<file path="src/rtl/fir_sequencer_if.sv">
// fir_sequencer_if: sample stream, result stream and coefficient port
// of the time-multiplexed FIR sequencer.
interface fir_sequencer_if #(
  parameter int NUM_TAPS = 3
) ();
  localparam int KW = $clog2(NUM_TAPS);

  logic signed [7:0] in_data;
  logic              in_valid;
  logic              in_ready;
  logic signed [7:0] out_data;
  logic              out_valid;
  logic              out_ready;
  logic              coef_wr_en;
  logic [KW-1:0]     coef_wr_addr;
  logic signed [7:0] coef_wr_data;
  logic              busy;

  modport master (
    output in_data, in_valid, out_ready,
    output coef_wr_en, coef_wr_addr, coef_wr_data,
    input  in_ready, out_data, out_valid, busy
  );

  modport slave (
    input  in_data, in_valid, out_ready,
    input  coef_wr_en, coef_wr_addr, coef_wr_data,
    output in_ready, out_data, out_valid, busy
  );
endinterface

</file>
<file path="src/rtl/fir_sequencer.sv">
// fir_sequencer: one shared 8x8 MAC sequenced across NUM_TAPS taps.
// Define FIR_SEQUENCER_ROUND_EN for round-half-up instead of floor.
module fir_sequencer #(
  parameter int NUM_TAPS = 3
) (
  input logic            clk,
  input logic            rst,
  fir_sequencer_if.slave bus
);
  localparam int KW = $clog2(NUM_TAPS);
  localparam int AW = 16 + KW;
  localparam logic [KW:0]   NT    = (KW+1)'(NUM_TAPS);
  localparam logic [KW-1:0] KLAST = KW'(NUM_TAPS - 1);
  localparam logic signed [AW-1:0] SMAX = AW'(127);
  localparam logic signed [AW-1:0] SMIN = AW'(-128);
  localparam logic signed [AW-1:0] RND  = AW'(64);

  typedef enum logic [1:0] {
    S_IDLE,
    S_MAC,
    S_OUT
  } state_t;

  state_t                r_state;
  logic [KW-1:0]         r_k;
  logic [KW-1:0]         r_wptr;
  logic signed [7:0]     r_x    [NUM_TAPS];
  logic signed [7:0]     r_coef [NUM_TAPS];
  logic signed [AW-1:0]  r_acc;
  logic signed [7:0]     r_out_data;
  logic                  r_out_valid;
  logic                  r_in_ready;
  logic                  r_busy;

  logic [KW-1:0]         w_idx;
  logic signed [15:0]    w_prod;
  logic signed [AW-1:0]  w_sum;
  logic signed [AW-1:0]  w_rnd;
  logic signed [AW-1:0]  w_sh;
  logic signed [7:0]     w_sat;
  logic                  w_wr_ok;
  logic                  w_accept;

  // x[n-k] lives k slots behind the write pointer, modulo NUM_TAPS
  always_comb begin
    w_idx = '0;
    if ({1'b0, r_k} <= {1'b0, r_wptr})
      w_idx = r_wptr - r_k;
    else
      w_idx = KW'({1'b0, r_wptr} + NT - {1'b0, r_k});
  end

  assign w_prod = r_coef[r_k] * r_x[w_idx];
  assign w_sum  = r_acc + {{(AW-16){w_prod[15]}}, w_prod};

`ifdef FIR_SEQUENCER_ROUND_EN
  assign w_rnd = w_sum + RND;
`else
  assign w_rnd = w_sum;
`endif

  assign w_sh = w_rnd >>> 7;

  always_comb begin
    w_sat = w_sh[7:0];
    if (w_sh > SMAX)
      w_sat = 8'sh7f;
    else if (w_sh < SMIN)
      w_sat = -8'sd128;
  end

  assign w_wr_ok = bus.coef_wr_en && !r_busy &&
                   ({1'b0, bus.coef_wr_addr} < NT);
  assign w_accept = (r_state == S_IDLE) &&
                    bus.in_valid && r_in_ready;

  always_ff @(posedge clk) begin
    if (!rst) begin
      r_state     <= S_IDLE;
      r_k         <= '0;
      r_wptr      <= '0;
      r_acc       <= '0;
      r_out_data  <= '0;
      r_out_valid <= 1'b0;
      r_in_ready  <= 1'b0;
      r_busy      <= 1'b0;
      for (int i = 0; i < NUM_TAPS; i++) begin
        r_x[i]    <= '0;
        r_coef[i] <= '0;
      end
    end else begin
      if (w_wr_ok)
        r_coef[bus.coef_wr_addr] <= bus.coef_wr_data;
      unique case (r_state)
        S_IDLE: begin
          r_in_ready <= 1'b1;
          if (w_accept) begin
            r_x[r_wptr] <= bus.in_data;
            r_acc       <= '0;
            r_k         <= '0;
            r_in_ready  <= 1'b0;
            r_busy      <= 1'b1;
            r_state     <= S_MAC;
          end
        end
        S_MAC: begin
          r_acc <= w_sum;
          r_k   <= r_k + 1'b1;
          if (r_k == KLAST) begin
            r_out_data  <= w_sat;
            r_out_valid <= 1'b1;
            r_state     <= S_OUT;
          end
        end
        S_OUT: begin
          if (bus.out_ready) begin
            r_out_valid <= 1'b0;
            r_busy      <= 1'b0;
            r_in_ready  <= 1'b1;
            r_wptr      <= (r_wptr == KLAST) ? '0 : r_wptr + 1'b1;
            r_state     <= S_IDLE;
          end
        end
        default: r_state <= S_IDLE;
      endcase
    end
  end

  assign bus.in_ready  = r_in_ready;
  assign bus.out_data  = r_out_data;
  assign bus.out_valid = r_out_valid;
  assign bus.busy      = r_busy;
endmodule

</file>
<file path="src/flat_wrapper.sv">
// flat-port wrapper written by rule: the top's interface ports become plain ports
module fir_sequencer_flat 
#(
  parameter int NUM_TAPS = 3
)
  (clk, rst, bus_in_data, bus_in_valid, bus_out_ready, bus_coef_wr_en, bus_coef_wr_addr, bus_coef_wr_data, bus_in_ready, bus_out_data, bus_out_valid, bus_busy);
  fir_sequencer_if #(.NUM_TAPS(NUM_TAPS)) bus_i ();
  input logic clk;
  input logic rst;
  input wire logic [$bits(bus_i.in_data)-1:0] bus_in_data;
  input wire logic [$bits(bus_i.in_valid)-1:0] bus_in_valid;
  input wire logic [$bits(bus_i.out_ready)-1:0] bus_out_ready;
  input wire logic [$bits(bus_i.coef_wr_en)-1:0] bus_coef_wr_en;
  input wire logic [$bits(bus_i.coef_wr_addr)-1:0] bus_coef_wr_addr;
  input wire logic [$bits(bus_i.coef_wr_data)-1:0] bus_coef_wr_data;
  output wire logic [$bits(bus_i.in_ready)-1:0] bus_in_ready;
  output wire logic [$bits(bus_i.out_data)-1:0] bus_out_data;
  output wire logic [$bits(bus_i.out_valid)-1:0] bus_out_valid;
  output wire logic [$bits(bus_i.busy)-1:0] bus_busy;
  assign bus_i.in_data = bus_in_data;
  assign bus_i.in_valid = bus_in_valid;
  assign bus_i.out_ready = bus_out_ready;
  assign bus_i.coef_wr_en = bus_coef_wr_en;
  assign bus_i.coef_wr_addr = bus_coef_wr_addr;
  assign bus_i.coef_wr_data = bus_coef_wr_data;
  assign bus_in_ready = bus_i.in_ready;
  assign bus_out_data = bus_i.out_data;
  assign bus_out_valid = bus_i.out_valid;
  assign bus_busy = bus_i.busy;
  fir_sequencer #(.NUM_TAPS(NUM_TAPS)) u_core (.clk(clk), .rst(rst), .bus(bus_i));
endmodule
</file>
<file path="config.mk">
export PLATFORM = sky130hd
export DESIGN_NAME = fir_sequencer_flat
export DESIGN_NICKNAME = d
export VERILOG_FILES = /design/src/rtl/fir_sequencer_if.sv /design/src/rtl/fir_sequencer.sv /design/src/flat_wrapper.sv
export SDC_FILE = /design/constraint.sdc
export NUM_CORES = 1
export LEC_CHECK = 0
export ABC_AREA = 1
export CAP_MARGIN = 20
export CORE_ASPECT_RATIO = 0.6
export CORE_MARGIN = 2
export CORE_UTILIZATION = 30
export DETAILED_ROUTE_END_ITERATION = 10
export MAX_ROUTING_LAYER = met4
export PLACE_DENSITY = 0.42
export SLEW_MARGIN = 10
export SYNTH_ARGS = -nofsm -noshare
export SYNTH_HDL_FRONTEND = slang
export SYNTH_SLANG_ARGS = --single-unit
</file>
<file path="constraint.sdc">
create_clock -name clk -period 11.59 [get_ports clk]
set_input_delay 1.7385 -clock clk [delete_from_list [all_inputs] [get_ports clk]]
set_output_delay 1.7385 -clock clk [all_outputs]
set_load 0.01 [all_outputs]
</file>
# --- After elaboration in Yosys (flattened, before gate mapping) ---
# Memory sizes are Yosys's and may differ from the RTL's. A register that Yosys moved wholly into a read port is not among the register bits.
# Index checks and enable logic that the tools add are counted.
# Widths: inputs -> output; s select.
word_totals:
  regBits: 35
  ram_bits: 48
  out_inout_bits: 11
  elab_cells: 82
  n_memories: 2
classes:
  add_sub_neg: 6
  mul: 1
  order_cmp: 4
  eq_ne: 7
  n_mux: 36
  n_reduce_logical: 18
mem_list:
  columns: ["memory", "words", "width", "rd", "rd_clocked_by_memory_dff", "wr", "line_no", "source"]
  rows:
  - ["u_core.r_coef", 3, 8, 1, 1, 3, "fir_sequencer.sv:28", "logic signed [7:0] r_coef [NUM_TAPS];"]
  - ["u_core.r_x", 3, 8, 1, 0, 3, "fir_sequencer.sv:27", "logic signed [7:0] r_x [NUM_TAPS];"]
op_table:
  columns: ["operator", "count"]
  rows:
  - ["$pmux 18 s2", 1]
  - ["$mux 8", 4]
  - ["$mux 2", 10]
  - ["$add 18x18->18", 1]
  - ["$mux 18", 1]
  - ["$mul 8x8->16", 1]
  - ["$reduce_or 8->1", 2]
  - ["$mux 1", 15]
  - ["$gt 11x8->1 const B", 1]
  - ["$lt 11x8->1 const B", 1]
  - ["$reduce_and 3->1", 3]
  - ["$reduce_and 2->1", 4]
  - ["$eq 2x2->1 const B", 3]
  - ["$pmux 1 s2", 3]
  - ["$pmux 2 s3", 1]
  - ["$reduce_bool 2->1", 3]
  - ["$add 2x1->2 const B", 2]
  - ["$logic_and 1x1->1", 4]
  - ["$ne 2x1->1 const B", 2]
  - ["$pmux 2 s2", 1]
  - ["$sub 2x2->2", 2]
  - ["$add 2x2->2 const B", 1]
  - ["$eq 2x1->1 const B", 1]
  - ["$le 2x2->1", 1]
  - ["4 further kinds", 4]

# --- Logic depth before layout (Yosys ltp) ---
logic_depth:
  ltp_word: 9
  depth_mapped: 43

# --- Worst setup path before layout ---
# Ideal clock, no wire load.
synth_timing:
  path_kind: "flip-flop to flip-flop"
  startpoint: "reg u_core.r_wptr[0]"
  endpoint: "reg u_core.r_out_data[0], in the netlist u_core.bus.out_data[0]"
  setup_time_ns: 0.122
  t_arrival_ns: 6.863
  path_slack_ns: 4.605
  stages_incl_launch_ff: 42
  path_buffers: 1
  period_less_slack_ns: 6.985
  cell_sequence: "dfxtp_1 clkinv_1 ha_1 fa_1 inv_1 o21ai_1 o21ai_2 clkbuf_1 nand2_1 nand3_1 nand2_1 nor2_1 inv_1 fa_1 inv_1 fa_1 fa_1 inv_1 [6 not listed] nand2_1 a21oi_1 nor2_1 nor2_1 xor2_1 inv_1 ha_1 nand2_2 nor4_4 nand2_2 nand2_1 nand2_1 nand2_2 nand3_1 nand3_2 nand2_2 clkinv_4 a21oi_2"
synth_between:
  elab_chain_cells: 9
  word_cells_on_any_way: 12
  cone_classes: "add/sub (4); mul (1); order compare (3); mux (3); memory (1)"
synth_rtl:
  columns: ["element", "line_no", "source"]
  rows:
  - ["from (decl)", "fir_sequencer.sv:26", "logic [KW-1:0] r_wptr;"]
  - ["from (signal assigned)", "fir_sequencer.sv:120", "r_wptr <= (r_wptr == KLAST) ? '0 : r_wptr + 1'b1;"]
  - ["$add 2x2->2", "fir_sequencer.sv:50", "w_idx = KW'({1'b0, r_wptr} + NT - {1'b0, r_k});"]
  - ["$sub 2x2->2", "fir_sequencer.sv:50", null]
  - ["$mux 2 (*)", "fir_sequencer.sv:47", "if ({1'b0, r_k} <= {1'b0, r_wptr})"]
  - ["$mem_v2 3x8 (*)", null, null]
  - ["$mul 8x8->16 (*)", "fir_sequencer.sv:53", "assign w_prod = r_coef[r_k] * r_x[w_idx];"]
  - ["$add 18x18->18 (*)", "fir_sequencer.sv:54", "assign w_sum = r_acc + {{(AW-16){w_prod[15]}}, w_prod};"]
  - ["$lt 11x8->1", "fir_sequencer.sv:68", "else if (w_sh < SMIN)"]
  - ["$mux 8", "fir_sequencer.sv:68", null]
  - ["$mux 8 (*)", "fir_sequencer.sv:66", "if (w_sh > SMAX)"]
  - ["to (signal assigned)", "fir_sequencer.sv:110", "r_out_data <= w_sat;"]
  - ["to (decl)", "fir_sequencer.sv:30", "logic signed [7:0] r_out_data;"]
# Mark *: on every way between the ends. The rest lies on a longest branch, timed or not.
# A chain may end at the register's enable or synchronous reset.

# --- Final worst setup path ---
layout_timing:
  startpoint: "reg u_core.r_wptr[0]"
  endpoint: "reg u_core.r_out_data[6], in the netlist u_core.bus.out_data[6]"
# Same word-level chain as after synthesis.

==> impl_metrics.ini <==
[timing]
timing.fmax_ghz = 0.123
setup_viol = 0
post-route-min-period_ns = 8.11
relSlewSlack_pct = 48.6
fin_skew_ns = 0.0140
rsz0062_at_grt = false
fin_setup_tns_ns = 0
tightestPinTransition_ns = 0.769
finalCritPeriodShare_pct = 70.0
hold_viol = 0
maxSlewViolCount = 0
hold_slack_ns = 0.468

[setup_path]
reg2reg_depth = 38
critPathCaptureType = register
timing.critical_path.mode_cell = nand2_1
critPathSlowestCell = fa_1
path_class = register to register
regToRegEndpoint = u_core.bus.out_data[6]
rrSetupSlack_ns = 3.48
required_ns = 11.90
startpoint_type = register
arrival_ns = 8.41
max_stage_delay_ns = 0.56
crit_fanout = 17
cp-startpoint = u_core.r_wptr[0]
critPathTopFamily = adder cells
worst_r2r_startpoint = u_core.r_wptr[0]
path_buf_inv = 5

[detailed_routing]
detail_route.wl_per_cell_um = 15.3
finalWirelength_mm = 20.3
dr_wl_met2_mm = 7.15
ant_nets = 0
viasPerCell = 4.54
wl_met1_mm = 11.9
drc_errors = 0
drtPass1Iterations = 5
vias = 6010
first_iter_violations = 494
dr_wl_met3_mm = 1.13
top_layer_used = met4

[final_layout]
antennaDiodeCount = 0
drive_above_1_share_pct = 10.1
fin_nets = 1098
area_growth_pct = 13.6
final_util_pct = 34.9

[place]
portBuffers = 33
gp_congestion = 0.882
hpwl_mm = 16.2

[synth]
netlist_top_cells_area = edfxtp_1, fa_1, dfxtp_1, nand2_1, ha_1
yosysMostFrequentCell = nand2_1
ys_ff_latch = 101
synthFlopType = edfxtp_1
postSynthCellCount = 925
synth_edf_count = 64
yosysUniqueCellTypes = 48
synth.avg_cell_area_um2 = 8.45
synth_area_um2 = 7810
synth_top_cell_area_share_pct = 24.6
async_flop_share_pct = 0
ys_top_cells_by_count = nand2_1, inv_1, nor2_1
synth_seq_area_share_pct = 34.1
ys_warn_count = 0
yosys.area.top_type = edfxtp_1

[global_routing]
antenna_found_initial = 0
grt_remaining_overflow = 0
grt_pass1_vias = 6018
grt_pass1_wl_mm = 33.6
grt_util_all_layers_pct = 16.8
grt_max_degree = 29

[floorplan]
coreArea_um2 = 25400
dieArea_um2 = 27400
start_util_pct = 30.7
pin_count = 34
chipWidth_um = 212
placementRows = 45
die_y_um = 129

[clock_network]
clkLatencyLatePin_ns = 0.38
root_buffer = clkbuf_16
cts_made_buffers = 9
tritoncts = done
clk_pin_slew_worst_paths_ns = 0.08
cts.sinks = 101
clockBufferDepth = 2
h-tree-depth = 3
postCtsHoldBufs = 0
postCtsResizedCells = 0
post_cts_buffers = 0

[outcome]
status = finished, final reports clean

[job]
drv_cap = 0

[min_path]
hold_path_class = register to register
min_path_cells = 2
whs_endpoint = u_core.bus.out_valid
hold_start = u_core.bus.out_valid
[layout make-up]
class                   count  area, um2
repair buffers             36        353
clock buffers               9        225
inverters                 166        628
fillers                  2723      16600
multi-input cells         654       4500
well taps                 352        440
clock inverters             7       66.3
flip-flops and latches    101       2660
[logic make-up (layout without fill, tap and decap cells)]
group | after synthesis | count (layout) | synth area share (%)
and+or+nand+nor | 401 | 401 | 22.8
buffers and inverters | 177 | 218 | 8.65
adders and majority gates | 107 | 107 | 22.6
other | 1 | 8 | 0.0480
AOI/OAI and AO/OA | 119 | 119 | 9.70
DFF | 101 | 101 | 34.1
xor gates and xnor gates | 19 | 19 | 2.13
[worst max path at each step]
stage | to | slack [ns] | cells past startpoint
detailed placement | u_core.bus.out_data[5] | 3.58 | 38
global placement | u_core.r_acc[17] | 3.54 | 36
global route | u_core.bus.out_data[6] | 2.78 | 38
floorplan | u_core.bus.out_data[0] | 4.61 | 41
CTS | u_core.bus.out_data[5] | 3.51 | 38
finish | u_core.bus.out_data[6] | 3.48 | 38
[state kept, by name (all words and copies together), names as in the netlist, 2 cells and up, named ones only]
| signal | cells |
|---|---|
| u_core.r_x | 32 |
| u_core.r_wptr | 2 |
| u_core.bus.out_data | 8 |
| u_core.r_k | 2 |
| u_core.r_acc | 18 |
| u_core.r_coef | 32 |
| u_core.r_state | 2 |
[worst min-delay path: cells and delay by family (launching register included)]
family	cells	cell delay, ns
simple gates	1	0.06
flops	1	0.31
compound gates	1	0.06
[cell usage in the layout, fill, tap and decap left out, drive strengths merged, types with 3 or more instances in the layout]
| master | Yosys | routed |
|---|---|---|
| or2 | 20 | 20 |
| clkbuf | 4 | 9 |
| o31ai | 3 | 3 |
| clkdlybuf4s50 | 0 | 33 |
| nand2 | 191 | 191 |
| nor3 | 3 | 3 |
| nor4 | 3 | 3 |
| a32o | 3 | 3 |
| ha | 50 | 50 |
| buf | 7 | 3 |
| nor2 | 136 | 136 |
| xnor2 | 9 | 9 |
| edfxtp | 64 | 64 |
| a21o | 4 | 4 |
| nand3 | 41 | 41 |
| dfxtp | 37 | 37 |
| a21oi | 67 | 67 |
| a32oi | 7 | 7 |
| nand3b | 5 | 5 |
| o21ai | 26 | 26 |
| inv | 162 | 165 |
| conb | 1 | 8 |
| xor2 | 10 | 10 |
| clkinv | 4 | 6 |
| fa | 57 | 57 |
[metal layers]
| metal | track usage, % | vias to the layer above |
|---|---|---|
| met1 | 27.4 | 2864 |
| met3 | 3.81 | 10 |
| met5 | - | - |
| li1 | - | 3026 |
| met4 | 2.96 | 0 |
| met2 | 20.2 | 110 |
[stage by stage]
stage,std cells,cell area [um2],worst slack (ns)
floorplan,932,7840,4.61
global placement,1309,8590,3.54
detailed placement,1309,8590,3.58
CTS,1325,8880,3.51
global route,1325,8880,2.78
finish,1325,8880,3.48
Power is left out: the tool's default activity adds up to more than one toggle a clock period on the data nets, which glitch-free logic cannot reach.
